`src/rtl/ddr_req_sched.sv`:
```
// Schedules the shared DDR port among load, store and fetch requesters, one transaction at a time.
// Optional build macro DDR_TIMEOUT_EN adds a WAIT-state watchdog that drives the sticky err_timeout.
module ddr_req_sched #(
  parameter int unsigned IDX_W        = 19,
  parameter int unsigned STARVE_LIMIT = 8,
  parameter int unsigned TIMEOUT_CYC  = 1024
) (
  input  logic               clock,
  input  logic               reset,
  input  logic               opload_index_valid,
  input  logic [IDX_W-1:0]   opload_index,
  output logic               opload_index_ready,
  output logic [63:0]        opload_read_data,
  output logic               opload_operation_done,
  input  logic               opstore_index_valid,
  input  logic [IDX_W-1:0]   opstore_index,
  input  logic [63:0]        opstore_write_mask,
  input  logic [63:0]        opstore_write_data,
  output logic               opstore_index_ready,
  output logic               opstore_operation_done,
  input  logic               pc_index_valid,
  input  logic [IDX_W-1:0]   pc_index,
  output logic               pc_index_ready,
  output logic [511:0]       pc_read_inst,
  output logic               pc_operation_done,
  output logic               ddr_chip_enable,
  output logic [IDX_W-1:0]   ddr_index,
  output logic               ddr_write_enable,
  output logic               ddr_burst_mode,
  output logic [63:0]        ddr_opstore_write_mask,
  output logic [63:0]        ddr_opstore_write_data,
  input  logic [63:0]        ddr_opload_read_data,
  input  logic [511:0]       ddr_pc_read_inst,
  input  logic               ddr_operation_done,
  input  logic               ddr_ready,
  output logic               err_timeout
);

  localparam int unsigned AgeW = $clog2(STARVE_LIMIT + 1);
  localparam logic [AgeW-1:0] AgeMax = AgeW'(STARVE_LIMIT);

  typedef enum logic [1:0] {StIdle, StIssue, StWait} state_e;
  typedef enum logic [1:0] {OwnNone, OwnLoad, OwnStore, OwnPc} own_e;

  state_e          state_q;
  own_e            owner_q;
  own_e            grant;
  logic [AgeW-1:0] store_age_q;
  logic [AgeW-1:0] pc_age_q;
  logic            accept;

  function automatic logic [AgeW-1:0] age_next(input logic [AgeW-1:0] age, input logic valid,
                                               input logic won);
    if (won) return '0;
    if (valid && (age != AgeMax)) return age + 1'b1;
    return age;
  endfunction

  // Promoted channels override the base order; pc outranks store when both are promoted.
  always_comb begin
    grant = OwnNone;
    if (pc_index_valid && (pc_age_q == AgeMax))             grant = OwnPc;
    else if (opstore_index_valid && (store_age_q == AgeMax)) grant = OwnStore;
    else if (opload_index_valid)                             grant = OwnLoad;
    else if (opstore_index_valid)                            grant = OwnStore;
    else if (pc_index_valid)                                 grant = OwnPc;
  end

  assign accept              = (state_q == StIdle) && ddr_ready && (grant != OwnNone);
  assign opload_index_ready  = accept && (grant == OwnLoad);
  assign opstore_index_ready = accept && (grant == OwnStore);
  assign pc_index_ready      = accept && (grant == OwnPc);

`ifdef DDR_TIMEOUT_EN
  localparam int unsigned CntW = $clog2(TIMEOUT_CYC + 1);
  logic [CntW-1:0] wait_cnt_q;
`else
  logic [31:0] unused_timeout_cyc;
  assign unused_timeout_cyc = TIMEOUT_CYC;
  assign err_timeout        = 1'b0;
`endif

  always_ff @(posedge clock or posedge reset) begin
    if (reset) begin
      state_q                <= StIdle;
      owner_q                <= OwnNone;
      store_age_q            <= '0;
      pc_age_q               <= '0;
      ddr_chip_enable        <= 1'b0;
      ddr_index              <= '0;
      ddr_write_enable       <= 1'b0;
      ddr_burst_mode         <= 1'b0;
      ddr_opstore_write_mask <= '0;
      ddr_opstore_write_data <= '0;
      opload_read_data       <= '0;
      pc_read_inst           <= '0;
      opload_operation_done  <= 1'b0;
      opstore_operation_done <= 1'b0;
      pc_operation_done      <= 1'b0;
`ifdef DDR_TIMEOUT_EN
      wait_cnt_q             <= '0;
      err_timeout            <= 1'b0;
`endif
    end else begin
      ddr_chip_enable        <= 1'b0;
      opload_operation_done  <= 1'b0;
      opstore_operation_done <= 1'b0;
      pc_operation_done      <= 1'b0;
      case (state_q)
        StIdle: begin
          if (accept) begin
            owner_q          <= grant;
            ddr_index        <= (grant == OwnLoad)  ? opload_index  :
                                (grant == OwnStore) ? opstore_index : pc_index;
            ddr_write_enable <= (grant == OwnStore);
            ddr_burst_mode   <= (grant == OwnPc);
            ddr_opstore_write_mask <= (grant == OwnStore) ? opstore_write_mask : '0;
            ddr_opstore_write_data <= (grant == OwnStore) ? opstore_write_data : '0;
            ddr_chip_enable  <= 1'b1;
            store_age_q      <= age_next(store_age_q, opstore_index_valid, grant == OwnStore);
            pc_age_q         <= age_next(pc_age_q, pc_index_valid, grant == OwnPc);
            state_q          <= StIssue;
          end
        end
        StIssue: begin
          state_q <= StWait;
`ifdef DDR_TIMEOUT_EN
          wait_cnt_q <= '0;
`endif
        end
        StWait: begin
          if (ddr_operation_done) begin
            if (owner_q == OwnLoad) opload_read_data <= ddr_opload_read_data;
            if (owner_q == OwnPc)   pc_read_inst     <= ddr_pc_read_inst;
            opload_operation_done  <= (owner_q == OwnLoad);
            opstore_operation_done <= (owner_q == OwnStore);
            pc_operation_done      <= (owner_q == OwnPc);
            state_q                <= StIdle;
          end
`ifdef DDR_TIMEOUT_EN
          // Abandon the transaction: complete it with zeroed read data and flag the error.
          else if (wait_cnt_q == CntW'(TIMEOUT_CYC - 1)) begin
            if (owner_q == OwnLoad) opload_read_data <= '0;
            if (owner_q == OwnPc)   pc_read_inst     <= '0;
            opload_operation_done  <= (owner_q == OwnLoad);
            opstore_operation_done <= (owner_q == OwnStore);
            pc_operation_done      <= (owner_q == OwnPc);
            err_timeout            <= 1'b1;
            state_q                <= StIdle;
          end else begin
            wait_cnt_q <= wait_cnt_q + 1'b1;
          end
`endif
        end
        default: state_q <= StIdle;
      endcase
    end
  end

endmodule
```
`config.mk`:
```
export PLATFORM = sky130hd
export DESIGN_NAME = ddr_req_sched
export DESIGN_NICKNAME = d
export VERILOG_FILES = /design/src/rtl/ddr_req_sched.sv
export SDC_FILE = /design/constraint.sdc
export NUM_CORES = 2
export LEC_CHECK = 0
export ABC_CLOCK_PERIOD_IN_PS = 42500
export BUFFER_PORTS_ARGS = -buffer_cell sky130_fd_sc_hd__buf_2
export CAP_MARGIN = 20
export CORE_AREA = 2 2 583 585
export CTS_CLUSTER_DIAMETER = 50
export DETAILED_ROUTE_END_ITERATION = 8
export DIE_AREA = 0 0 585 587
export SKIP_LAST_GASP = 1
export SYNTH_ARGS = -nofsm -noshare
export SYNTH_HDL_FRONTEND = slang
export SYNTH_SLANG_ARGS = --single-unit
export TNS_END_PERCENT = 50
```
`constraint.sdc`:
```
create_clock -name clock -period 42.5 [get_ports clock]
set_input_delay 2.125 -clock clock [delete_from_list [all_inputs] [get_ports clock]]
set_output_delay 2.125 -clock clock [all_outputs]
set_load 0.005 [all_outputs]
```
==> implementation parameters <==
Parameter                              Value

Status
  Status    completed

Critical path
  Largest fanout on the critical path    77
  CP most frequent cell    sky130_fd_sc_hd__buf_2
  CP Data Arrival Time    around 4.3 ns
  Kind of capture point of the worst setup path    output port
  Slowest stage delay, CP    approximately 0.75 ns
  Cell with the largest stage delay on the worst path    sky130_fd_sc_hd__buf_4
  Required time at the endpoint of the critical path    a little over 40 ns
  Startpoint type of the worst setup path    input port
  R2R cell count    7
  Path type of the worst setup path    input port to output port
  Sequence of cells on the critical path    buf_2 > nor3b_4 > o31ai_4 > inv_2 > and2_4 > buf_4 > buf_2

Global route
  Global-route wire length before repair    320 mm
  Overall global routing resource usage    15.2%
  Number of antenna violations at the first check in global routing    330
  Largest net degree at the start of global routing    162
  Global route total overflow    0
  Number of global-route vias before repair    between 20k and 25k

STA
  Hold slack final    0.473 ns
  Least-Margin Pin Slew    1.12 ns
  Final Hold Vio Count    0
  Max Slew Vio Count    0
  Minimum clock period after layout    6.47 ns
  Highest attainable clock frequency    155 MHz
  Worst-case clock skew    0.0566 ns
  Setup_tns    0 ns
  Headroom to the max-slew limit    25.5%
  Post-route fraction of the period consumed by the critical path    15.2%
  Unrepaired setup endpoints after global routing    false
  Finish-stage setup viols    0

Floorplanning
  Standard cell core area    about 340000 um^2
  Die width    585 um
  Die height    587 um
  Die footprint    343000 um^2
  Std cell rows    214
  IO Pins    1501
  Starting utilization of the core area    approximately 9%

Drt
  Met2 routed wirelength    110 mm
  Met3 wirelength from detailed routing    between 50 and 60 mm
  Max Used Layer    met5
  Post-Route M1 WL    between 90 and 100 mm
  ANT nets after route    0
  Post-detailed-route wirelength per cell    approximately 34 um
  Post-route DRC violation count    0
  Ratio of routed vias to standard cells    between 2 and 3
  Wire length reported by the detailed router    271 mm
  Count of routing violations after the opening detailed-route iteration    around 1.3k
  Total via count after detailed routing    23.1k
  First-pass iteration count of the detailed router    5

Place
  Routability Congestion    around 0.97
  Port buffer count    1499
  HPWL after detailed placement    239 mm

Job
  Max Cap Violations    0

Worst hold path
  Depth of the worst hold-timing path    1
  Classification of the worst-slack hold path    flip-flop to flip-flop

Power
  Power per cell area    87.5 nW/um^2
  Maximum vdd drop    0.0351 mV
  Static power due to leakage    22.3 nW

Synth
  Post-Syn Area    approximately 30000 um^2
  Cells after Synth    1701
  Seq/Total Area, Yosys    62.6%
  Synth Flop Type    sky130_fd_sc_hd__dfrtp_1
  Number of distinct library cells after synthesis    49
  Synthesized area per cell    17.4 um^2
  Share of synthesized registers carrying an async set or reset    100%
  Number of flops mapped to enable cells by yosys    0
  Synthesis-stage register bit count    741
  Synthesized net count    2473
  Count of yosys warnings during synthesis    0

Final layout
  Final core utilization    14.1%
  Fraction of final layout cells sized beyond drive strength 1    between 60% and 70%
  Layout-stage area growth over the synthesis result    60.6%
  Total number of nets in the final design    ~4.0k

Clocking
  Level count of the clock H-tree    4
  Buffer levels on the longest clock path    4
  TritonCTS sink count    741
  Root Buffer Master    sky130_fd_sc_hd__clkbuf_16
  Number of gates resized after CTS    0
  TritonCTS clock tree    done
  CTS Buf Count    between 100 and 150
  Clock Pin Slew Worst Setup and Hold Paths    roughly 0.04 ns
  Clock insertion delay at the later pin of the skew report    0.86 ns
  Post-CTS Hold Buffers    0
  Postcts setup bufs    0
[state kept, by name, indices dropped and copies added (netlist names), 2 cells and up]
signal,cells
pc_age_q,4
ddr_opstore_write_data,64
ddr_opstore_write_mask,64
opload_read_data,64
ddr_index,19
store_age_q,4
owner_q,2
state_q,2
pc_read_inst,512
[synthesized netlist by cell type, types with 2 or more instances]
cell,n,area share [%]
sky130_fd_sc_hd__dfrtp_1,741,63
sky130_fd_sc_hd__mux2_4,400,20
sky130_fd_sc_hd__a22o_1,128,3.8
sky130_fd_sc_hd__mux2_2,116,4.4
sky130_fd_sc_hd__buf_6,63,2.4
sky130_fd_sc_hd__mux2_1,60,2.3
sky130_fd_sc_hd__nand2b_1,20,0.42
sky130_fd_sc_hd__a32o_1,19,0.64
sky130_fd_sc_hd__buf_2,19,0.32
sky130_fd_sc_hd__o21a_1,19,0.48
sky130_fd_sc_hd__or2_2,19,0.40
sky130_fd_sc_hd__clkbuf_1,18,0.23
sky130_fd_sc_hd__inv_1,10,0.13
sky130_fd_sc_hd__nand2_1,10,0.13
sky130_fd_sc_hd__nor2_1,10,0.13
sky130_fd_sc_hd__o21ai_0,7,0.12
sky130_fd_sc_hd__ha_1,4,0.17
sky130_fd_sc_hd__a21o_1,3,0.076
sky130_fd_sc_hd__and2_1,2,0.042
sky130_fd_sc_hd__buf_4,2,0.051
sky130_fd_sc_hd__nand4_1,2,0.042
sky130_fd_sc_hd__o211ai_1,2,0.051
[routing by layer]
metal	up-vias	track usage (%)
met4	218	5.82
met2	1569	21.9
li1	9539	-
met3	673	14.0
met1	11100	15.1
met5	-	0
[worst paths after layout]
| path | to | startpoint | slack (ns) |
|---|---|---|---|
| min in group asynchronous | opload_read_data[53] | reset | 1.43 |
| max in group asynchronous | pc_read_inst[181] | reset | 37.45 |
| setup reg to reg | pc_read_inst[139] | state_q[0] | 37.20 |
| hold reg to reg | ddr_burst_mode | ddr_burst_mode | 0.47 |
| setup / recovery | opstore_index_ready | ddr_ready | 36.03 |
| hold / removal | ddr_burst_mode | ddr_burst_mode | 0.47 |
[kinds of logic after synthesis]
family / count (synthesis) / synth area share, %
flip-flops: 741 / 62.6
multiplexers: 577 / 27.0
AO/OA/AOI/OAI: 187 / 5.45
buffers and inverters: 116 / 3.21
AND/OR/NAND/NOR: 74 / 1.52
adder cells (fa/ha/maj): 4 / 0.169
other: 1 / 0.0127
XOR/XNOR: 1 / 0.0296
[critical path, delay by kind of cell]
kind	cells	cell delay, ns
and+or+nand+nor	2	0.53
AOI/OAI and AO/OA	1	0.15
buffers and inverters	4	1.49
[placed cells by master (no fill, tap or decap), drive strengths merged, types with 2 or more instances in the layout]
cell	netlist	layout
clkinvlp	0	13
buf	86	1528
a211oi	2	2
diode	0	121
clkinv	0	31
nor2	11	11
ha	4	4
o211ai	2	2
o21ai	7	7
o21a	19	19
dfrtp	741	741
nand4	2	2
a21o	3	3
mux2	576	576
nand2b	20	20
nand3b	2	2
or2	19	19
bufinv	0	15
a32o	19	19
a22o	128	128
clkbuf	19	179
inv	11	34
nand2	10	10
and2	2	2
[where the power goes]
part | switching, W | internal [W] | leakage, nW
logic | 0.000951 | 0.000677 | 10.7
registers | 0.000240 | 0.00106 | 9.12
clock network | 0.000455 | 0.000781 | 2.48
total | 0.00165 | 0.00251 | 22.3
[metrics by stage]
step | setup WS, ns | total power (W) | std cells | area (um^2)
4_1_cts | 36.02 | 0.00428 | 7921 | 47300
3_5_place_dp | 35.53 | 0.00300 | 7660 | 42200
3_3_place_gp | 35.57 | 0.00299 | 7660 | 42200
5_1_grt | 35.90 | 0.00439 | 7984 | 47400
6_report | 36.03 | 0.00416 | 8042 | 47600
2_1_floorplan | 19.58 | 0.00185 | 1701 | 29600
[final cells by class]
type,instances,area (um^2)
repair buffers,1528,7740
diodes,121,303
multi-input cells,844,10100
inverters,11,48.8
well taps,4536,5680
fillers,38100,290000
clock inverters,82,1050
clock buffers,179,4070
flip-flops and latches,741,18500
Power figures use the tool's default switching activity.
